[src/rtl/cga_tty.sv]
// cga_tty: text-console writer for the 80x25 CGA text videoram.
// Accepts ASCII bytes over valid/ready and writes character/attribute pairs
// (even byte = character, odd byte = attribute). Handles CR, LF, BS and FF,
// wraps at end of line and scrolls the screen up one row at the bottom.
// Optional feature macro: CGA_TTY_TAB_EN (0x09 moves to the next tab stop
// instead of being printed as a glyph).
module cga_tty #(
    parameter int         COLS      = 80,
    parameter int         ROWS      = 25,
    parameter logic [7:0] FILL_ATTR = 8'h07
) (
    input  logic        clock_25,
    input  logic        reset_n,
    input  logic        char_valid,
    input  logic [7:0]  char_data,
    input  logic [7:0]  char_attr,
    output logic        char_ready,
    output logic [11:0] mem_address,
    output logic [7:0]  mem_wdata,
    output logic        mem_we,
    input  logic [7:0]  mem_rdata,
    output logic [10:0] cursor,
    output logic        busy
);

    typedef enum logic [2:0] {
        CLEAR, IDLE, WR_CHAR, WR_ATTR, CTRL, SCROLL_RD, SCROLL_WR, SCROLL_FILL
    } state_t;

    localparam logic [11:0] ROW_BYTES  = 12'(2 * COLS);
    localparam logic [11:0] LAST_ADDR  = 12'(2 * COLS * ROWS - 1);
    localparam logic [11:0] FILL_START = 12'(2 * COLS * (ROWS - 1));
    localparam logic [6:0]  LAST_COL   = 7'(COLS - 1);
    localparam logic [4:0]  LAST_ROW   = 5'(ROWS - 1);

    state_t      state_q, state_d;
    logic [6:0]  col_q, col_d;
    logic [4:0]  row_q, row_d;
    logic [10:0] cursor_q, cursor_d;
    logic [11:0] addr_q, addr_d;
    logic [7:0]  wdata_q, wdata_d;
    logic        we_q, we_d;
    logic [7:0]  char_q, char_d;
    logic [7:0]  attr_q, attr_d;
    logic        go_idle, go_scroll;
    logic        is_ctrl;

    // Blank cell content: space on character bytes, fill attribute on odd bytes.
    function automatic logic [7:0] blank_byte(input logic odd);
        return odd ? FILL_ATTR : 8'h20;
    endfunction

`ifdef CGA_TTY_TAB_EN
    logic [7:0] tab_col;
    assign tab_col = {1'b0, col_q[6:3], 3'b000} + 8'd8;
    assign is_ctrl = (char_data == 8'h0D) || (char_data == 8'h0A) ||
                     (char_data == 8'h08) || (char_data == 8'h09);
`else
    assign is_ctrl = (char_data == 8'h0D) || (char_data == 8'h0A) ||
                     (char_data == 8'h08);
`endif

    // Next-state logic; memory outputs are registered, so each branch sets up
    // the bus values for the cycle that follows the edge.
    always_comb begin
        state_d   = state_q;
        col_d     = col_q;
        row_d     = row_q;
        addr_d    = addr_q;
        wdata_d   = wdata_q;
        we_d      = 1'b0;
        char_d    = char_q;
        attr_d    = attr_q;
        go_idle   = 1'b0;
        go_scroll = 1'b0;

        case (state_q)
            CLEAR: begin
                we_d = 1'b1;
                if (!we_q) begin
                    addr_d = 12'd0;              // first write after reset
                end else if (addr_q == LAST_ADDR) begin
                    we_d    = 1'b0;
                    go_idle = 1'b1;
                end else begin
                    addr_d = addr_q + 12'd1;
                end
                wdata_d = blank_byte(addr_d[0]);
            end
            IDLE: begin
                if (char_valid) begin
                    char_d = char_data;
                    attr_d = char_attr;
                    if (char_data == 8'h0C) begin
                        col_d   = 7'd0;
                        row_d   = 5'd0;
                        state_d = CLEAR;
                        we_d    = 1'b1;
                        addr_d  = 12'd0;
                        wdata_d = 8'h20;
                    end else if (is_ctrl) begin
                        state_d = CTRL;
                    end else begin
                        state_d = WR_CHAR;
                        we_d    = 1'b1;
                        addr_d  = {cursor_q, 1'b0};
                        wdata_d = char_data;
                    end
                end
            end
            WR_CHAR: begin
                state_d = WR_ATTR;
                we_d    = 1'b1;
                addr_d  = addr_q + 12'd1;
                wdata_d = attr_q;
            end
            WR_ATTR: begin
                go_idle = 1'b1;
                if (col_q == LAST_COL) begin
                    col_d = 7'd0;
                    if (row_q == LAST_ROW) go_scroll = 1'b1;
                    else                   row_d = row_q + 5'd1;
                end else begin
                    col_d = col_q + 7'd1;
                end
            end
            CTRL: begin
                go_idle = 1'b1;
                case (char_q)
                    8'h0D: col_d = 7'd0;
                    8'h0A: begin
                        if (row_q == LAST_ROW) go_scroll = 1'b1;
                        else                   row_d = row_q + 5'd1;
                    end
                    8'h08: if (col_q != 7'd0) col_d = col_q - 7'd1;
`ifdef CGA_TTY_TAB_EN
                    8'h09: begin
                        if (tab_col >= 8'(COLS)) begin
                            col_d = 7'd0;
                            if (row_q == LAST_ROW) go_scroll = 1'b1;
                            else                   row_d = row_q + 5'd1;
                        end else begin
                            col_d = tab_col[6:0];
                        end
                    end
`endif
                    default: ;
                endcase
            end
            SCROLL_RD: begin
                // Read data arrives next cycle; write it one row higher.
                state_d = SCROLL_WR;
                we_d    = 1'b1;
                addr_d  = addr_q - ROW_BYTES;
            end
            SCROLL_WR: begin
                if (addr_q == FILL_START - 12'd1) begin
                    state_d = SCROLL_FILL;
                    we_d    = 1'b1;
                    addr_d  = FILL_START;
                    wdata_d = 8'h20;
                end else begin
                    state_d = SCROLL_RD;
                    addr_d  = addr_q + ROW_BYTES + 12'd1;
                end
            end
            SCROLL_FILL: begin
                if (addr_q == LAST_ADDR) begin
                    go_idle = 1'b1;
                end else begin
                    we_d    = 1'b1;
                    addr_d  = addr_q + 12'd1;
                    wdata_d = blank_byte(addr_d[0]);
                end
            end
            default: state_d = CLEAR;
        endcase

        if (go_scroll) begin
            state_d = SCROLL_RD;
            we_d    = 1'b0;
            addr_d  = ROW_BYTES;
        end else if (go_idle) begin
            state_d = IDLE;
        end
    end

    // Cursor tracks the next row/col so it updates on the same edge.
    always_comb begin
        cursor_d = 11'(row_d) * 11'(COLS) + 11'(col_d);
    end

    // State and output registers; reset restarts with a full screen clear.
    always_ff @(posedge clock_25 or negedge reset_n) begin
        if (!reset_n) begin
            state_q  <= CLEAR;
            col_q    <= 7'd0;
            row_q    <= 5'd0;
            cursor_q <= 11'd0;
            addr_q   <= 12'd0;
            wdata_q  <= 8'd0;
            we_q     <= 1'b0;
            char_q   <= 8'd0;
            attr_q   <= 8'd0;
        end else begin
            state_q  <= state_d;
            col_q    <= col_d;
            row_q    <= row_d;
            cursor_q <= cursor_d;
            addr_q   <= addr_d;
            wdata_q  <= wdata_d;
            we_q     <= we_d;
            char_q   <= char_d;
            attr_q   <= attr_d;
        end
    end

    assign char_ready  = (state_q == IDLE);
    assign busy        = (state_q == CLEAR) || (state_q == SCROLL_RD) ||
                         (state_q == SCROLL_WR) || (state_q == SCROLL_FILL);
    assign mem_we      = we_q;
    assign mem_address = addr_q;
    // During a scroll copy the byte just read goes straight back out.
    assign mem_wdata   = (state_q == SCROLL_WR) ? mem_rdata : wdata_q;
    assign cursor      = cursor_q;

endmodule

[config.mk]
export PLATFORM = sky130hd
export DESIGN_NAME = cga_tty
export DESIGN_NICKNAME = d
export VERILOG_FILES = /design/src/rtl/cga_tty.sv
export SDC_FILE = /design/constraint.sdc
export NUM_CORES = 1
export LEC_CHECK = 0
export ABC_AREA = 1
export BUFFER_PORTS_ARGS = -buffer_cell sky130_fd_sc_hd__buf_2
export CAP_MARGIN = 20
export CORE_ASPECT_RATIO = 1.1
export CORE_MARGIN = 10
export CORE_UTILIZATION = 50
export CTS_CLUSTER_SIZE = 25
export DETAILED_ROUTE_END_ITERATION = 8
export GPL_ROUTABILITY_DRIVEN = 1
export PLACE_DENSITY = 0.81
export SYNTH_ARGS = -nofsm -noshare
export SYNTH_HDL_FRONTEND = slang
export SYNTH_SLANG_ARGS = --single-unit
[constraint.sdc]
create_clock -name clock_25 -period 9.25 [get_ports clock_25]
set_input_delay 1.85 -clock clock_25 [delete_from_list [all_inputs] [get_ports clock_25]]
set_output_delay 1.85 -clock clock_25 [all_outputs]
set_load 0.03 [all_outputs]
After elaboration in Yosys (flattened, before gate mapping)
Index checks and enable logic that the tools add are counted.

Register bits: 63. Output and inout bits: 34.

$add $sub $neg: 8. Multipliers: 1. Equality and inequality tests: 25. Multiplexer cells: 52. Reductions and logical operators: 16.

Operators by type and width (count): $mux W12 (8); $pmux W12 S6 (1); $eq A8 B4 Y1 const B (7); $mux W8 (6); $pmux W8 S5 (1); $mux W7 (4); $mux W5 (5); $add A12 B1 Y12 const B (2); $eq A12 B12 Y1 const B (2); $pmux W7 S3 (1); $mux W3 (5); $pmux W5 S3 (1); $pmux W7 S2 (1); $reduce_bool A7 Y1 (2); $add A12 B8 Y12 const B (1); $eq A3 B3 Y1 const B (4); $mux W1 (12); $mux W6 (2); $pmux W3 S4 (1); $sub A12 B8 Y12 const B (1); $add A11 B7 Y11 (1); $add A7 B1 Y7 const B (1); $eq A7 B7 Y1 const B (1); $mul A5 B3 Y7 const B (1); 21 further kinds (31).

Logic depth before layout (Yosys ltp)
Gate-level depths: netlist of run 1.

Depth after elaboration: 9. Mapped depth: 22.

Least setup slack after synthesis of run 1
Ideal clock, no wire load.

Path kind: input to register. Start point: in char_data[5]. End point: reg cursor_q[10], in the netlist cursor[10]. Setup time: 0.116 ns. Data arrival time: 4.477 ns. Data required time: 9.134 ns. Setup slack: 4.656 ns. Cell stages on the path: 19. Buffers on the path: 0. Cell sequence: inv_1 nand2_1 nor2_2 nand2_1 nand2_2 nand3_2 nor2_2 o21ai_0 a22o_1 ha_1 ha_1 inv_1 fa_1 xor2_1 or3_1 xor2_1 inv_1 nand2_1 nand2_1.

Word-level cells in the longest chain between the ends: 6. Elaborated cells between the ends (all ways): 9. Those cells by class: add/sub: 1; mul: 1; eq/ne: 1; mux: 6.

RTL lines: start: declaration (line 15) `input logic [7:0] char_data,`; $eq A8 B4 Y1 (line 94) `if (char_data == 8'h0C) begin`; $mux W5 (line 94); $mux W5 (line 91) `if (char_valid) begin`; $pmux W5 S3 (line 77) `case (state_q)`; net row_d[3] (line 38) `logic [4:0] row_q, row_d;`; $mul A5 B3 Y7 (line 190) `cursor_d = 11'(row_d) * 11'(COLS) + 11'(col_d);`; $add A11 B7 Y11 (line 190); net cursor_d[10] (line 39) `logic [10:0] cursor_q, cursor_d;`; end signal: assignment (line 209) `cursor_q <= cursor_d;`; end: declaration (line 39).

The timed path passes the listed nets, and every way through them passes these cells. A chain may end at the register's enable or synchronous reset.

Final worst setup path of run 1
Start point: in char_data[6]. End point: reg cursor_q[10], in the netlist cursor[10].

Same word-level chain as after synthesis.

==> key figures, run 1 <==
Floorplanning
  • Ports: a little over 60
  • Initial Util: 51.7%
  • Die W: about 110 um
  • Core area: 9490 um2
  • Die Y: roughly 120 um
  • Rows: 37
  • Total Die Area: 14,200 um2

Global route
  • Largest net degree at the start of global routing: 60
  • First-pass GRT wire length: 22,700 um
  • Top Usage Layer GRT: met2
  • Met1 Usage GRT: 23.3%
  • Grt total ovfl: 0
  • Vias in the first global route: roughly 4,700
  • Grt met2 use: 33.7%
  • Met3 usage: 3.70%
  • Initial antenna violation count: 0
  • Total track usage: just under 20%

Placement
  • DP Area: around 5200 um2
  • GPL Wtd Cong: 0.967
  • # port buffers: 60
  • Place WS: 3.92 ns
  • Cell Count Post-Placement: 861
  • Post-DP HPWL: 10,500 um

STA
  • RSZ-0062 raised after global routing: no
  • Total negative slack: 0 ns
  • Max Freq: 0.200 GHz
  • Final Max Tran Viols: 0
  • Final clock skew: 0.0101 ns
  • Fin. Hold Viols: 0
  • Worst slew margin: 48.5%
  • Final setup viols: 0
  • Slew @ Worst Pin: approximately 0.77 ns
  • Slack of the critical path: approximately 4.2 ns
  • Min cycle time layout: 5.00 ns
  • Tcrit/Tclk final: 54.1%

CTS
  • Root buf cell: clkbuf_8
  • CTS tree: done
  • Clk slew on worst S/H paths: 0.07 ns
  • Max clock buf depth: 2
  • Number of CTS-inserted buffers: 9
  • Clock Latency Late Sink: between 0.3 and 0.4 ns
  • CTS resizes: 0
  • Hold Buf Count CTS: 0
  • TritonCTS Sinks: 59
  • Setup Fix Bufs, Post-CTS: 0
  • H-Tree Depth: 3

Cells and area
  • Share of layout cells above drive strength 1: 20.3%
  • Finished Layout Cells: a little under 900
  • Ant. Diodes: 0
  • Synth-to-layout area growth: 11.0%
  • Post-route cell area: 5450 um2
  • Nets@finish: 807

Synth
  • Yosys reg bits: 59
  • Syn_area_per_cell: 6.97 um2
  • Synth cell types: 51
  • Main synth FF type: dfrtp_1
  • Number of synthesized flops with an enable pin: 0
  • Synthesized Nets: 756
  • Yosys warning count: 0
  • Sequential area share after synthesis: 30.1%
  • Cells after Synth: 704
  • Synth async-reset ratio: 100%
  • Mapped Area: approximately 4900 um2

Worst setup path
  • Startpoint class of the critical path: input pin
  • Critical-path maximum fanout: 11
  • Crit. End Element: register
  • Worst EP required: roughly 9.5 ns
  • Type of the worst setup path: in -> reg
  • Critical path arrival: 5.25 ns

Detailed routing
  • Routed wire length: 13,500 um
  • Routed Antenna Nets: 0
  • DRC: 0
  • Avg WL per Cell: around 15 um
  • Via/cell ratio: roughly 5.5
  • DR iter-0 viols: between 300 and 400
  • Vias post-DR: 4,811
  • Drt first pass iters: 6

Outcome
  • Status: complete, no violations

Run
  • Max_cap viols: 0

Power
  • Leak: 0.00299 uW
  • Pwr/cell area: 104 nW/um2
  • Worst vdd ir: 0.0000594 V

Hold path
  • HP Class: reg -> reg
[where the power goes]
| part | switching [uW] | leakage (uW) | internal (uW) |
|---|---|---|---|
| clock | 108 | 0.000113 | 166 |
| combinational | 18.6 | 0.00214 | 8.76 |
| sequential | 1.72 | 0.000731 | 262 |
[flip-flops by register name, indices dropped and copies added, names as in the netlist, named ones only]
name,cells
mem_address,12
row_q,5
col_q,3
cursor,7
attr_q,8
state_q,3
wdata_q,8
mem_we,1
char_q,8
[Yosys cell counts (2+ instances only)]
cell type | instances | area share [%]
or2_2 | 2 | 0.25
nand2_4 | 3 | 0.69
buf_4 | 7 | 1.1
o221ai_1 | 2 | 0.36
nor2_1 | 52 | 4.0
clkbuf_1 | 5 | 0.38
a221oi_1 | 2 | 0.36
nand3_4 | 2 | 0.71
dfrtp_1 | 59 | 30
xor2_1 | 12 | 2.1
o21ai_1 | 17 | 1.7
nand2_2 | 14 | 1.8
nand3_2 | 3 | 0.61
fa_1 | 2 | 0.82
o211ai_1 | 4 | 0.61
inv_4 | 2 | 0.25
nor2_4 | 9 | 2.1
o22ai_1 | 3 | 0.38
a21oi_2 | 4 | 0.71
buf_2 | 5 | 0.51
o21bai_1 | 2 | 0.31
nand4_1 | 4 | 0.51
nor2_2 | 7 | 0.89
inv_2 | 17 | 1.3
a31oi_1 | 3 | 0.38
o21ai_2 | 6 | 1.1
a21oi_1 | 20 | 2.0
buf_6 | 4 | 0.92
nand3_1 | 53 | 5.4
nand2_1 | 199 | 15
o21ai_0 | 47 | 4.8
xnor2_1 | 4 | 0.71
nor3_1 | 5 | 0.51
ha_1 | 23 | 5.9
nor2_8 | 3 | 1.2
inv_1 | 83 | 6.3
[metal layers]
layer	wire length [um]	share of wire (%)
met5	0	0
met1	5600	41
met4	344	2.5
met2	6730	50
met3	851	6.3
[through the flow]
step | utilization, % | hold WS, ns | total power (uW)
2_1_floorplan | - | 0.437 | 280
3_3_place_gp | 55.0 | 0.461 | 295
3_5_place_dp | 55.0 | 0.460 | 296
4_1_cts | 57.4 | 0.477 | 566
5_1_grt | 57.4 | 0.492 | 584
6_report | 57.4 | 0.480 | 565
[cell type report]
| cell class | count | area, um2 |
|---|---|---|
| clock buffers | 12 | 155 |
| flip-flops and latches | 59 | 1480 |
| well taps | 117 | 146 |
| clock inverters | 4 | 72.6 |
| fillers | 864 | 4040 |
| inverters | 103 | 392 |
| multi-input cells | 521 | 2900 |
| repair buffers | 61 | 308 |
[critical path, cell delays in order]
cell	delay, ns
buf_2	0.09
inv_1	0.09
nand2_1	0.08
nor2_2	0.16
nand2_1	0.31
nand2_2	0.24
nand3_2	0.10
nor2_2	0.17
inv_1	0.08
nor2_1	0.15
o21ai_1	0.14
ha_1	0.32
ha_1	0.21
inv_1	0.07
fa_1	0.45
or3_1	0.40
xor2_1	0.18
inv_1	0.05
nand2_1	0.05
nand2_1	0.05
[cells in the final DEF (no fill, tap or decap), types with 4 or more instances in the layout]
master and n:
xnor2_1 4, a21oi_1 20, o211ai_1 4, nor2_1 52, clkbuf_8 11, nand3_1 53
dfrtp_1 59, nand2_2 14, o21ai_2 6, inv_1 83, o21ai_0 47, nor2_4 9
inv_2 17, nand2_1 199, buf_2 60, a21oi_2 4, xor2_1 12, o21ai_1 17
nor2_2 7, nor3_1 5, nand4_1 4, ha_1 23
[path summary, 6_finish.rpt]
check,startpoint,end,slack [ns],cells after the start
worst max-delay path,char_data[6],cursor[10]$_DFF_PN0_,4.25,20
worst min-delay path,attr_q[0]$_DFFE_PN0P_,attr_q[0]$_DFFE_PN0P_,0.48,2
worst max register to register,state_q[1]$_DFFE_PN0P_,cursor[10]$_DFF_PN0_,5.31,20
worst min register to register,attr_q[0]$_DFFE_PN0P_,attr_q[0]$_DFFE_PN0P_,0.48,2
max in group asynchronous,reset_n,cursor[4]$_DFF_PN0_,7.09,2
min in group asynchronous,reset_n,char_q[5]$_DFFE_PN0P_,1.66,2
[cells by family (layout without fill, tap and decap cells)]
logic type | Yosys count | after routing | share of synthesized area (%)
DFF | 59 | 59 | 30.1
buffers and inverters | 124 | 180 | 10.9
xor gates and xnor gates | 16 | 16 | 2.86
adders and majority gates | 25 | 25 | 6.68
and+or+nand+nor | 360 | 360 | 34.9
AOI/OAI and AO/OA | 120 | 120 | 14.7
Note: power is estimated with default switching activity, not from simulation.
==> run 2: changes to the inputs <==
--- a/config.mk
+++ b/config.mk
@@ -5,7 +5,7 @@
 export SDC_FILE = /design/constraint.sdc
 export NUM_CORES = 1
 export LEC_CHECK = 0
-export ABC_AREA = 1
+export ABC_AREA = 0
 export BUFFER_PORTS_ARGS = -buffer_cell sky130_fd_sc_hd__buf_2
 export CAP_MARGIN = 20
 export CORE_ASPECT_RATIO = 1.1
@@ -14,7 +14,7 @@
 export CTS_CLUSTER_SIZE = 25
 export DETAILED_ROUTE_END_ITERATION = 8
 export GPL_ROUTABILITY_DRIVEN = 1
-export PLACE_DENSITY = 0.81
+export PLACE_DENSITY = 0.84
 export SYNTH_ARGS = -nofsm -noshare
 export SYNTH_HDL_FRONTEND = slang
 export SYNTH_SLANG_ARGS = --single-unit
==> constraint.sdc (replaced) <==
create_clock -name clock_25 -period 4.3 [get_ports clock_25]
set_input_delay 0.86 -clock clock_25 [delete_from_list [all_inputs] [get_ports clock_25]]
set_output_delay 0.86 -clock clock_25 [all_outputs]
set_load 0.03 [all_outputs]
==> run 2 against run 1 <==
Setup slack worse by 3.9 ns. Combinational power rose to 91 times the previous value. Clock skew up 0.0020 ns. Sequential share of layout area up 0.80 points. Register-to-register slack worse by 4.9 ns. Largest power group is now combinational cells. Global-route usage up 0.85 points. Critical path depth down 6. Die area down 2.5%.
==> key figures, run 2 <==
Outcome
  • Status: complete, no violations

Worst setup path
  • Critical-path maximum fanout: 8 (-3)
  • R2r worst-path depth: 14 (-30%)
  • Critical path arrival: 4.20 ns (-1.05 ns)
  • Crit path cell chain: ha_1, and3_1, a31oi_2, nor4_2, o21ai_1, a32oi_1, inv_1, ha_1, ha_1, inv_1, fa_1, nor3_1, xor2_1, xnor2_1
  • Cell mode on critical path: ha_1
  • Startpoint class of the critical path: register
  • Stages on the worst setup path: 14 (-30%)
  • CP delay by family, top: adder cells
  • Crit. End Element: register
  • Slowest-stage cell, CP: dfrtp_1
  • Type of the worst setup path: reg -> reg
  • Crit path buffers/inverters: 2 (-3)
  • Max incr delay on CP: 0.50 ns (+0.05 ns)
  • Worst EP required: 4.59 ns (-4.90 ns)

STA
  • Final clock skew: 0.0121 ns (+0.00201 ns)
  • Max Freq: roughly 0.26 GHz
  • Slew @ Worst Pin: 0.743 ns (-0.0248 ns)
  • RSZ-0062 raised after global routing: no
  • Fin. Hold Viols: 0 (unchanged)
  • Final Max Tran Viols: 0 (unchanged)
  • Worst slew margin: 50.4% (+1.9 points)
  • Tcrit/Tclk final: 91.1%
  • Total negative slack: 0 ns (unchanged)
  • Final setup viols: 0 (unchanged)
  • Min cycle time layout: 3.92 ns

Synth
  • Synth async-reset ratio: 100% (unchanged)
  • Cells after Synth: 528 (-25%)
  • Synth top area cells: dfrtp_1, ha_1, mux2_2, a21oi_1, nand2_1
  • Count leader, synth: dfrtp_1
  • Synth cell types: 92 (+80%)
  • Main synth FF type: dfrtp_1
  • Number of synthesized flops with an enable pin: 0 (unchanged)
  • Yosys top cell by area: dfrtp_1
  • Mapped Area: 4760 um2 (-3.0%)
  • Synthesized Nets: 580 (-23%)
  • Sequential area share after synthesis: 31.0% (+0.92 points)
  • Yosys warning count: 0 (unchanged)
  • Most frequent cells after synthesis: dfrtp_1, nand2_1, nor2_1, a21oi_1, o21ai_0
  • Syn_area_per_cell: 9.02 um2 (+29%)
  • Yosys reg bits: 59 (unchanged)
  • Synth top area share: 31.0% (+0.92 points)

Global route
  • Total track usage: 20.4% (+0.85 points)
  • Initial antenna violation count: 0 (unchanged)
  • Largest net degree at the start of global routing: 32 (-47%)
  • First-pass GRT wire length: 23,100 um (+1.9%)
  • Grt total ovfl: 0 (unchanged)
  • Vias in the first global route: 4,442 (-5.9%)

Detailed routing
  • DR iter-0 viols: 462 (+27%)
  • Drt first pass iters: 5 (-1)
  • Avg WL per Cell: 20.5 um (+33%)
  • Via/cell ratio: 6.38 (+16%)
  • Routed wire length: 14,300 um (+5.7%)
  • Vias post-DR: 4,456 (-7.4%)
  • Routed Antenna Nets: 0 (unchanged)
  • DRC: 0 (unchanged)

CTS
  • Clk slew on worst S/H paths: 0.08 ns (about the same)
  • CTS tree: done
  • TritonCTS Sinks: 59 (unchanged)
  • Max clock buf depth: 2 (unchanged)
  • Clock Latency Late Sink: 0.36 ns (about the same)
  • Root buf cell: clkbuf_8
  • Number of CTS-inserted buffers: 9 (unchanged)
  • H-Tree Depth: 3 (unchanged)

Floorplanning
  • Total Die Area: 13,800 um2 (-2.5%)
  • Die Y: 122 um (-1.3%)
  • Rows: 37 (unchanged)
  • Die W: 113 um (-1.2%)
  • Initial Util: 50.9% (-0.78 points)
  • Ports: 61 (unchanged)
  • Core area: 9350 um2 (-1.5%)

Power
  • NetSw: 2140 uW (+1600%)
  • Pwr/cell area: 787 nW/um2 (+660%)
  • P_int: 2030 uW (+360%)
  • Reg power frac: 27.1% (-20 points)
  • Worst vdd ir: 0.000330 V (+460%)
  • Clock power share: 13.3% (-35 points)
  • Combinational share of power: 59.6% (+55 points)
  • Switching share of total power: 51.3% (+29 points)
  • Leak: 0.00237 uW (-21%)

Cells and area
  • Max FFs per register: 12 (unchanged)
  • Synth-to-layout area growth: 11.1% (about the same)
  • Final core utilization: 56.6% (-0.82 points)
  • Ant. Diodes: 0 (unchanged)
  • Share of layout cells above drive strength 1: 25.3% (+5.0 points)
  • Nets@finish: 628 (-22%)
  • Commonest non-fill, non-tap cells in the layout: buf_2, dfrtp_1, nand2_1, nor2_1, a21oi_1
  • Commonest non-fill, non-tap cell in the layout: buf_2

Hold path
  • Hold_sp: wdata_q[5]$_DFFE_PN0P_
  • Hold Crit Depth: 1 (-1)
  • HP Class: reg -> reg

Placement
  • GPL Wtd Cong: 0.970 (+0.29%)
  • # port buffers: 60 (unchanged)
  • Post-DP HPWL: 10,700 um (+2.3%)

Run
  • Max_cap viols: 0 (unchanged)
run 2: routing by layer:
metal | track usage (%) | wire (um)
met5 | 0 | 0
met4 | 8.89 | 303
met2 | 34.8 | 7330
met1 | 24.4 | 5620
met3 | 4.20 | 1050
run 2: cell families (layout without fill, tap and decap cells):
logic type / Yosys count / count (layout) / share of synthesized area [%]
mux: 34 / 34 / 8.22
flops: 59 / 59 / 31.0
compound gates: 153 / 153 / 23.1
fa+ha+maj: 25 / 25 / 6.88
buf+inv: 54 / 107 / 5.99
simple gates: 181 / 181 / 20.7
xor+xnor: 22 / 22 / 4.05
run 2: power groups by stage:
| stage | clock, uW | combinational (uW) | sequential (uW) |
|---|---|---|---|
| floorplan | 0 | 1900 | 1060 |
| global placement | 0 | 2380 | 1100 |
| detailed placement | 0 | 2440 | 1120 |
| CTS | 555 | 2450 | 1110 |
| global route | 583 | 2700 | 1160 |
| finish | 554 | 2480 | 1130 |
run 2: area by class of cell:
cell class                 instances  area [um2]
clock buffer                       9         124
clock inverter                     7        82.6
fill                             810        4060
inverter                          22        85.1
multi-input combinational        415        3010
sequential                        59        1480
tap                              117         146
timing repair buffer              69         368
run 2: per-stage QoR:
stage / power, uW / std cells / cell area [um2] / hold WS (ns) / setup slack [ns]
after floorplan: 2960 / 528 / 4760 / 0.454 / 0.529
after global placement: 3480 / 682 / 5080 / 0.482 / 0.274
after detailed placement: 3570 / 682 / 5080 / 0.477 / 0.143
after CTS: 4120 / 698 / 5280 / 0.493 / 0.342
after global routing: 4440 / 698 / 5290 / 0.515 / 0.0454
final: 4170 / 698 / 5290 / 0.496 / 0.384
run 2: worst paths after layout:
check | endpoint | slack, ns
worst max-delay path | cursor[10]$_DFF_PN0_ | 0.38
worst min-delay path | wdata_q[5]$_DFFE_PN0P_ | 0.50
worst max register to register | cursor[10]$_DFF_PN0_ | 0.38
worst min register to register | wdata_q[5]$_DFFE_PN0P_ | 0.50
max in group asynchronous | wdata_q[5]$_DFFE_PN0P_ | 2.86
min in group asynchronous | mem_address[2]$_DFFE_PN0P_ | 0.55
run 2: timing repair:
item,in CTS,in global routing
endpoints found under the setup margin,0,1
hold endpoints to repair,0,0
resized for setup,0,2
buffers inserted,0,0
hold buffers,0,0
